### src/rtl/area_to_width.sv
// Recovers the 8-bit width that produced a given area by MSB-first binary search, one bit per clock.
// Optional build macro CIRCLE_AREA_EN: f(w) = w*w + floor(COEF*w*w/256); otherwise f(w) = w*w.
module area_to_width #(
    parameter int unsigned W_BITS = 8,
    parameter int unsigned A_BITS = 17
`ifdef CIRCLE_AREA_EN
    ,
    parameter int unsigned COEF   = 201
`endif
) (
    input  logic              clk,
    input  logic              Reset,
    input  logic              start,
    input  logic [A_BITS-1:0] area,
    output logic              busy,
    output logic              done,
    output logic [W_BITS-1:0] width,
    output logic              exact,
    output logic              OV
);
    localparam int unsigned SQ_BITS = 2 * W_BITS;
    localparam int unsigned B_BITS  = $clog2(W_BITS);
    localparam int unsigned MAX_W   = (1 << W_BITS) - 1;
    localparam int unsigned SQ_MAX  = MAX_W * MAX_W;
`ifdef CIRCLE_AREA_EN
    localparam int unsigned P_BITS  = SQ_BITS + 8;
    localparam int unsigned A_MAX   = SQ_MAX + (COEF * SQ_MAX) / 256;
`else
    localparam int unsigned A_MAX   = SQ_MAX;
`endif

    typedef enum logic [1:0] {
        IDLE   = 2'd0,
        SEARCH = 2'd1,
        DONE   = 2'd2
    } state_t;

    state_t state;
    state_t state_next;

    logic [A_BITS-1:0] area_q;
    logic [W_BITS-1:0] cand;
    logic [A_BITS-1:0] f_cand;
    logic [B_BITS-1:0] bit_idx;

    logic [W_BITS-1:0] trial;
    logic [A_BITS-1:0] f_trial;
    logic              fit;
    logic              last_bit;
    logic [W_BITS-1:0] cand_next;
    logic [A_BITS-1:0] f_cand_next;

    logic              accept;
    logic              step;
    logic              finish;

    // Area as a function of width, bit-exact with the forward area path
`ifdef CIRCLE_AREA_EN
    function automatic logic [A_BITS-1:0] area_of(input logic [W_BITS-1:0] w);
        logic [SQ_BITS-1:0] sq;
        logic [P_BITS-1:0]  prod;
        sq   = SQ_BITS'(w) * SQ_BITS'(w);
        prod = P_BITS'(COEF) * P_BITS'(sq);
        return A_BITS'(sq) + A_BITS'(prod >> 8);
    endfunction
`else
    function automatic logic [A_BITS-1:0] area_of(input logic [W_BITS-1:0] w);
        logic [SQ_BITS-1:0] sq;
        sq = SQ_BITS'(w) * SQ_BITS'(w);
        return A_BITS'(sq);
    endfunction
`endif

    // One search step: f(cand) is carried along so only the trial needs a multiplier
    always_comb begin
        trial       = cand | (W_BITS'(1) << bit_idx);
        f_trial     = area_of(trial);
        fit         = (f_trial <= area_q);
        last_bit    = (bit_idx == '0);
        cand_next   = fit ? trial : cand;
        f_cand_next = fit ? f_trial : f_cand;
    end

    always_ff @(posedge clk) begin
        if (!Reset) begin
            state <= IDLE;
        end else begin
            state <= state_next;
        end
    end

    always_comb begin
        state_next = state;
        case (state)
            IDLE:    if (start) state_next = SEARCH;
            SEARCH:  if (last_bit) state_next = DONE;
            DONE:    state_next = start ? SEARCH : IDLE;
            default: state_next = IDLE;
        endcase
    end

    always_comb begin
        accept = 1'b0;
        step   = 1'b0;
        finish = 1'b0;
        case (state)
            IDLE:    accept = start;
            SEARCH:  begin
                step   = 1'b1;
                finish = last_bit;
            end
            DONE:    accept = start;
            default: ;
        endcase
    end

    // Search datapath and registered result/handshake outputs
    always_ff @(posedge clk) begin
        if (!Reset) begin
            area_q  <= '0;
            cand    <= '0;
            f_cand  <= '0;
            bit_idx <= '0;
            busy    <= 1'b0;
            done    <= 1'b0;
            width   <= '0;
            exact   <= 1'b0;
            OV      <= 1'b0;
        end else begin
            busy <= (state_next != IDLE);
            done <= finish;
            if (accept) begin
                area_q  <= area;
                cand    <= '0;
                f_cand  <= '0;
                bit_idx <= B_BITS'(W_BITS - 1);
            end else if (step) begin
                cand    <= cand_next;
                f_cand  <= f_cand_next;
                bit_idx <= bit_idx - B_BITS'(1);
            end
            if (finish) begin
                width <= cand_next;
                exact <= (f_cand_next == area_q);
                OV    <= (area_q > A_BITS'(A_MAX));
            end
        end
    end
endmodule

### config.mk
export PLATFORM = sky130hd
export DESIGN_NAME = area_to_width
export DESIGN_NICKNAME = d
export VERILOG_FILES = /design/src/rtl/area_to_width.sv
export SDC_FILE = /design/constraint.sdc
export NUM_CORES = 1
export LEC_CHECK = 0
export CAP_MARGIN = 20
export CORE_ASPECT_RATIO = 1.4
export CORE_MARGIN = 5
export CORE_UTILIZATION = 55
export CTS_CLUSTER_DIAMETER = 40
export CTS_CLUSTER_SIZE = 25
export DETAILED_ROUTE_END_ITERATION = 8
export GPL_ROUTABILITY_DRIVEN = 0
export PLACE_DENSITY = 0.78
export SYNTH_ARGS = -nofsm -noshare
export SYNTH_HDL_FRONTEND = slang
export SYNTH_SLANG_ARGS = --single-unit
### constraint.sdc
create_clock -name clk -period 6.6 [get_ports clk]
set_clock_uncertainty 0.1 [all_clocks]
set_input_delay 1.65 -clock clk [delete_from_list [all_inputs] [get_ports clk]]
set_output_delay 1.65 -clock clk [all_outputs]
set_load 0.03 [all_outputs]
# == After elaboration in Yosys (flattened, before gate mapping) ==
# Index checks and enable logic that the tools add are counted.
# word_totals
elab_cells,37
latch_bits,0
n_memories,0
ramBits,0
mem_bits_ro,0
output_inout_bits,12
register_bits,59
# classes
add_sub_neg,1
n_mul,1
reduce_logical,6
n_eq_ne,3
n_shift,1
div,0
magnitude_cmp,2
n_bitwise,2
n_mux,11
# op_table
op,count
== test 17 bit,1
"> comparator 17 x 16 -> 1 bit, second input constant",1
<= comparator 16 x 17 -> 1 bit,1
two-way mux 17 bit,1
multiplier 8 x 8 -> 16 bit,1
two-way mux 8 bit,1
bitwise OR 8 bit,1
"left shift 1 x 3 -> 8 bit, first input constant",1
two-way mux 3 bit,2
one-hot mux 2 bit (3 select lines),1
two-way mux 1 bit,4
two-way mux 2 bit,2
nonzero test 2 bit,2
OR reduction 2 bit,2
zero test 3 bit,1
"subtractor 3 x 1 -> 3 bit, second input constant",1
"== test 2 x 1 -> 1 bit, second input constant",1
"== test 2 bit, second input constant",1
zero test 2 bit,1
inverter 1 bit,1

# == Depth between registers and ports, before layout ==
# logic_depth
depth_word,6
mapped_depth,32

# == Worst setup path before layout ==
# OpenSTA, ideal clock, no wires.
# synth_timing
path_kind,flip-flop to flip-flop
start,reg bit_idx[0]
end,reg exact
setup_time_ns,0.059
synth_period_minus_slack_ns,6.894
stages_incl_launch_ff,30
t_required_ns,6.441
setup_slack_ns,-0.294
t_arrival_ns,6.735
path_buffers,2
path_cell_list,dfxtp_1 inv_1 ha_1 a21oi_1 clkbuf_1 or2_2 inv_1 fa_1 fa_1 inv_1 fa_1 fa_1 inv_1 ha_1 o21a_1 nand3_1 a41oi_1 or4_1 nand3_1 ha_1 nand4b_4 nor4_2 nand3_1 o21ai_4 buf_6 mux2i_1 nor2_1 nor4_1 nand4_1 nand2_1
# synth_via
elab_chain_cells,6
elab_cells_between_ends,8
classes_between,mul: 1; order compare: 1; eq/ne: 1; shift: 1; mux: 2; bitwise: 1; reduce/logical: 1
# synth_lines
item,line_no,source
from (decl),44,logic [B_BITS-1:0] bit_idx;
from (signal assigned),136,bit_idx <= B_BITS'(W_BITS - 1);
from (signal assigned),140,bit_idx <= bit_idx - B_BITS'(1);
left shift 1 x 3 -> 8 bit,76,trial = cand | (W_BITS'(1) << bit_idx);
bitwise OR 8 bit,76,
multiplier 8 x 8 -> 16 bit,69,sq = SQ_BITS'(w) * SQ_BITS'(w);
<= comparator 16 x 17 -> 1 bit,78,fit = (f_trial <= area_q);
two-way mux 17 bit,81,f_cand_next = fit ? f_trial : f_cand;
== test 17 bit,144,exact <= (f_cand_next == area_q);
to (signal assigned),144,
to (decl),18,"output logic exact,"
# Several ways; a longest one is shown, not always the timed one.
# A chain may end at the register's enable or synchronous reset.

# == Worst setup path in the final report ==
# Same ends and word-level chain as after synthesis.

==> qor.csv <==
stage,metric,value,unit
route,ant_nets,0,
clocking,cts.sinks,59,
status,status,"finished, violations left",
setup_path,max_stage_delay,560,ps
finish,n_antenna_cell,0,
clocking,cts_hold_buf,0,
grt,grt_max_degree,34,
route,wl_per_cell,20.58,microns
setup_path,critPathMaxFanout,6,
sta,setup_viol,30,
logic_synthesis,synthArstFlopShare,0,%
setup_path,cp-start-kind,register,
grt,grt_pass1_wl,23.42,mm
logic_synthesis,synth-xor-area-share,5.500,%
clocking,tritoncts,built,
grt,grt_pass1_vias,5017,
die,die_w,89.88,microns
placement,place_area,5789,sq um
sta,period_needed,7052,ps
route,drt_iter0_markers,426,
sta,period_share,106.8,%
sta,hold_viol,0,
route,route.vias.total,5198,
die,io_pins,32,
logic_synthesis,synth_top_family_by_area,adder cells,
finish,fin_util,79.28,%
clocking,cts.clk_slew.worst_paths,60,ps
clocking,clockRootBuffer,clkbuf_16,
sta,setup_tns,-9193,ps
grt,grt-ovfl-total,0,
status,violations,negative setup slack,
logic_synthesis,ys_ff_latch,59,
finish,design_area,6864,sq um
die,die-area,10950,sq um
setup_path,arrival,7220,ps
setup_path,endpoint_kind,register,
sta,slew_viol_final,0,
min_path,hp-class,register to register,
clocking,max-clock-path-buffers,2,
logic_synthesis,synth_compound_area_share,18.31,%
setup_path,reg2regPathDepth,31,
min_path,hold-path-endpoint,f_cand[13],
logic_synthesis,syn-num-nets,700,
clocking,cts_max_level,3,
logic_synthesis,ys_warn_count,0,
logic_synthesis,synth_ff_type,dfxtp_1,
sta,layout_setup_ws,-452.0,ps
setup_path,crit_type,register to register,
logic_synthesis,synthSimpleGateAreaFrac,21.31,%
setup_path,cp.required,6770,ps
route,drt_pass1_iterations,5,
power_and_ir_drop,leakage,3.110,nW
logic_synthesis,postSynthAreaPerCell,8.121,sq um
finish,n_fill_cell,518,
finish,drive_above_1_share,27.69,%
clocking,cts_buffers,9,
logic_synthesis,ys_seq_area_share,24.04,%
logic_synthesis,synthCells,605,
logic_synthesis,synth_enable_flop_cells,0,
finish,areaGrowthSynthToFinish,39.70,%
run,max_cap_viol_count,0,
logic_synthesis,synthMuxAreaShare,0.4074,%
die,start_util,56.75,%
sta,rsz0062_at_grt,yes,
setup_path,r2r_slack,-450,ps
grt,grt_antenna_before_repair,0,
min_path,min_from,f_cand[13],
die,num_rows,40,
route,drcViolationCount,0,
setup_path,r2r-start,bit_idx[0],
setup_path,r2r-end,exact,
power_and_ir_drop,ir_drop,346.2,uV
placement,dp_hpwl,10.49,mm
route,drt_wl_total,17.10,mm
sta,tightest_slew,1168,ps
finish,final_net_count,817,
logic_synthesis,synth_fa_ha_area_share,22.92,%
setup_path,worst_path_max_delay_cell,fa_2,
sta,fmax,0.1418,GHz
logic_synthesis,synth.distinct_cells,70,
grt,grt.total_usage,26.19,%
die,core_area,8658,sq um
sta,max-slew-margin-rel,21.92,%
min_path,hold-path-cell-count,2,
placement,portBuffers,31,
clocking,clkLatencyLatePin,340,ps
logic_synthesis,synth_area,4913,sq um
route,vias_per_cell,6.255,
die,die_h,121.8,microns
power_and_ir_drop,powerDensity,257.1,nW/um^2
[cells by family after synthesis]
kind of cell	Yosys count
AND/OR/NAND/NOR	217
multiplexers	2
XOR/XNOR	30
buffers and inverters	95
flip-flops	59
adder cells (fa/ha/maj)	75
AO/OA/AOI/OAI	127
[registers in the layout, summed over array words and instances, names as in the netlist]
signal   flops
f_cand      17
width        8
busy         1
state        2
done         1
exact        1
area_q      17
bit_idx      3
cand         8
OV           1
[cell usage in the layout (no fill, tap or decap), types with 4 or more instances in the layout]
cell type,n
a21oi_4,4
xnor2_1,15
and3_1,4
nor2_1,43
nor2_2,5
a21oi_2,12
buf_12,4
ha_4,10
o21ai_0,8
nor3_1,18
a211oi_1,4
buf_4,78
clkbuf_16,12
a21o_1,8
fa_1,22
inv_1,67
ha_1,40
nand2b_1,7
dfxtp_1,56
nand3_1,6
buf_6,9
inv_2,7
a21oi_1,23
xor2_1,13
clkdlybuf4s50_1,31
a21boi_0,23
nor4_1,5
nand2_1,84
nand2_2,4
[through the flow]
stage	power [mW]	instances	worst slack (ps)	hold slack (ps)
after floorplan	0.8149	605	17.42	336.3
after global placement	1.030	784	-308.2	345.0
after detailed placement	1.052	784	-489.4	356.6
after CTS	1.588	806	0.9281	363.2
after global routing	1.833	831	-642.8	389.1
final	1.765	831	-452.0	357.3
[layout make-up]
class / count / area (sq um) / share of cell area (%)
clock inverter: 4 / 50.05 / 0.7291
inverter: 76 / 292.8 / 4.265
multi-input combinational: 451 / 3792 / 55.25
tap: 105 / 131.4 / 1.914
clock buffer: 11 / 252.7 / 3.682
timing repair buffer: 125 / 1152 / 16.79
sequential: 59 / 1192 / 17.37
[cell usage after synthesis, types with 4 or more instances]
| master | instances | area [sq um] |
|---|---|---|
| nor4_1 | 6 | 37.54 |
| dfxtp_1 | 59 | 1181 |
| buf_2 | 4 | 20.02 |
| xnor2_1 | 16 | 140.1 |
| xor2_1 | 13 | 113.9 |
| nand2b_1 | 8 | 50.05 |
| a21oi_1 | 39 | 195.2 |
| nor2b_1 | 5 | 31.28 |
| nand3_1 | 10 | 50.05 |
| nand2_1 | 88 | 330.3 |
| nor3_1 | 18 | 90.09 |
| fa_1 | 25 | 500.5 |
| a21o_1 | 8 | 60.06 |
| clkbuf_1 | 12 | 45.04 |
| ha_1 | 50 | 625.6 |
| inv_1 | 76 | 285.3 |
| and3_1 | 4 | 25.02 |
| or2_2 | 4 | 25.02 |
| a211oi_1 | 6 | 45.04 |
| a21boi_0 | 23 | 172.7 |
| nor2_1 | 48 | 180.2 |
| o21ai_0 | 11 | 55.05 |
[layer usage]
metal | up-vias | share of wire, % | track usage, % | wire length, microns
li1 | 2290 | - | - | -
met1 | 2467 | 34 | 26.50 | 5891
met2 | 312 | 51 | 47.85 | 8741
met3 | 129 | 6.4 | 5.003 | 1101
met4 | 0 | 8.0 | 18.62 | 1362
met5 | - | 0 | 0 | 0
[worst max path at each step]
stage,startpoint,slack (ps),endpoint
2_1_floorplan,bit_idx[0],20,exact
3_3_place_gp,bit_idx[1],-310,exact
3_5_place_dp,bit_idx[1],-490,exact
4_1_cts,bit_idx[0],0.9,exact
5_1_grt,bit_idx[0],-640,exact
6_report,bit_idx[0],-450,exact
[critical path, delay by kind of cell, from the launching register on]
family	cells	cell delay [ps]
AO/OA/AOI/OAI	7	1070
adder cells (fa/ha/maj)	7	2910
buffers and inverters	8	770
AND/OR/NAND/NOR	8	1530
flip-flops	1	370
XOR/XNOR	1	210
[report_power, final]
part	internal [mW]	total, mW	switching (mW)
clock network	0.309	0.477	0.167
registers	0.378	0.408	0.0299
logic	0.421	0.881	0.459
total	1.11	1.77	0.657
[repair_timing]
action,4_1_cts,5_1_grt
setup buffers,7,21
endpoints found under the setup margin,29,30
cloned,0,3
gates resized for setup,51,53
pin swaps,27,45
Note: power is estimated with default switching activity, not from simulation.
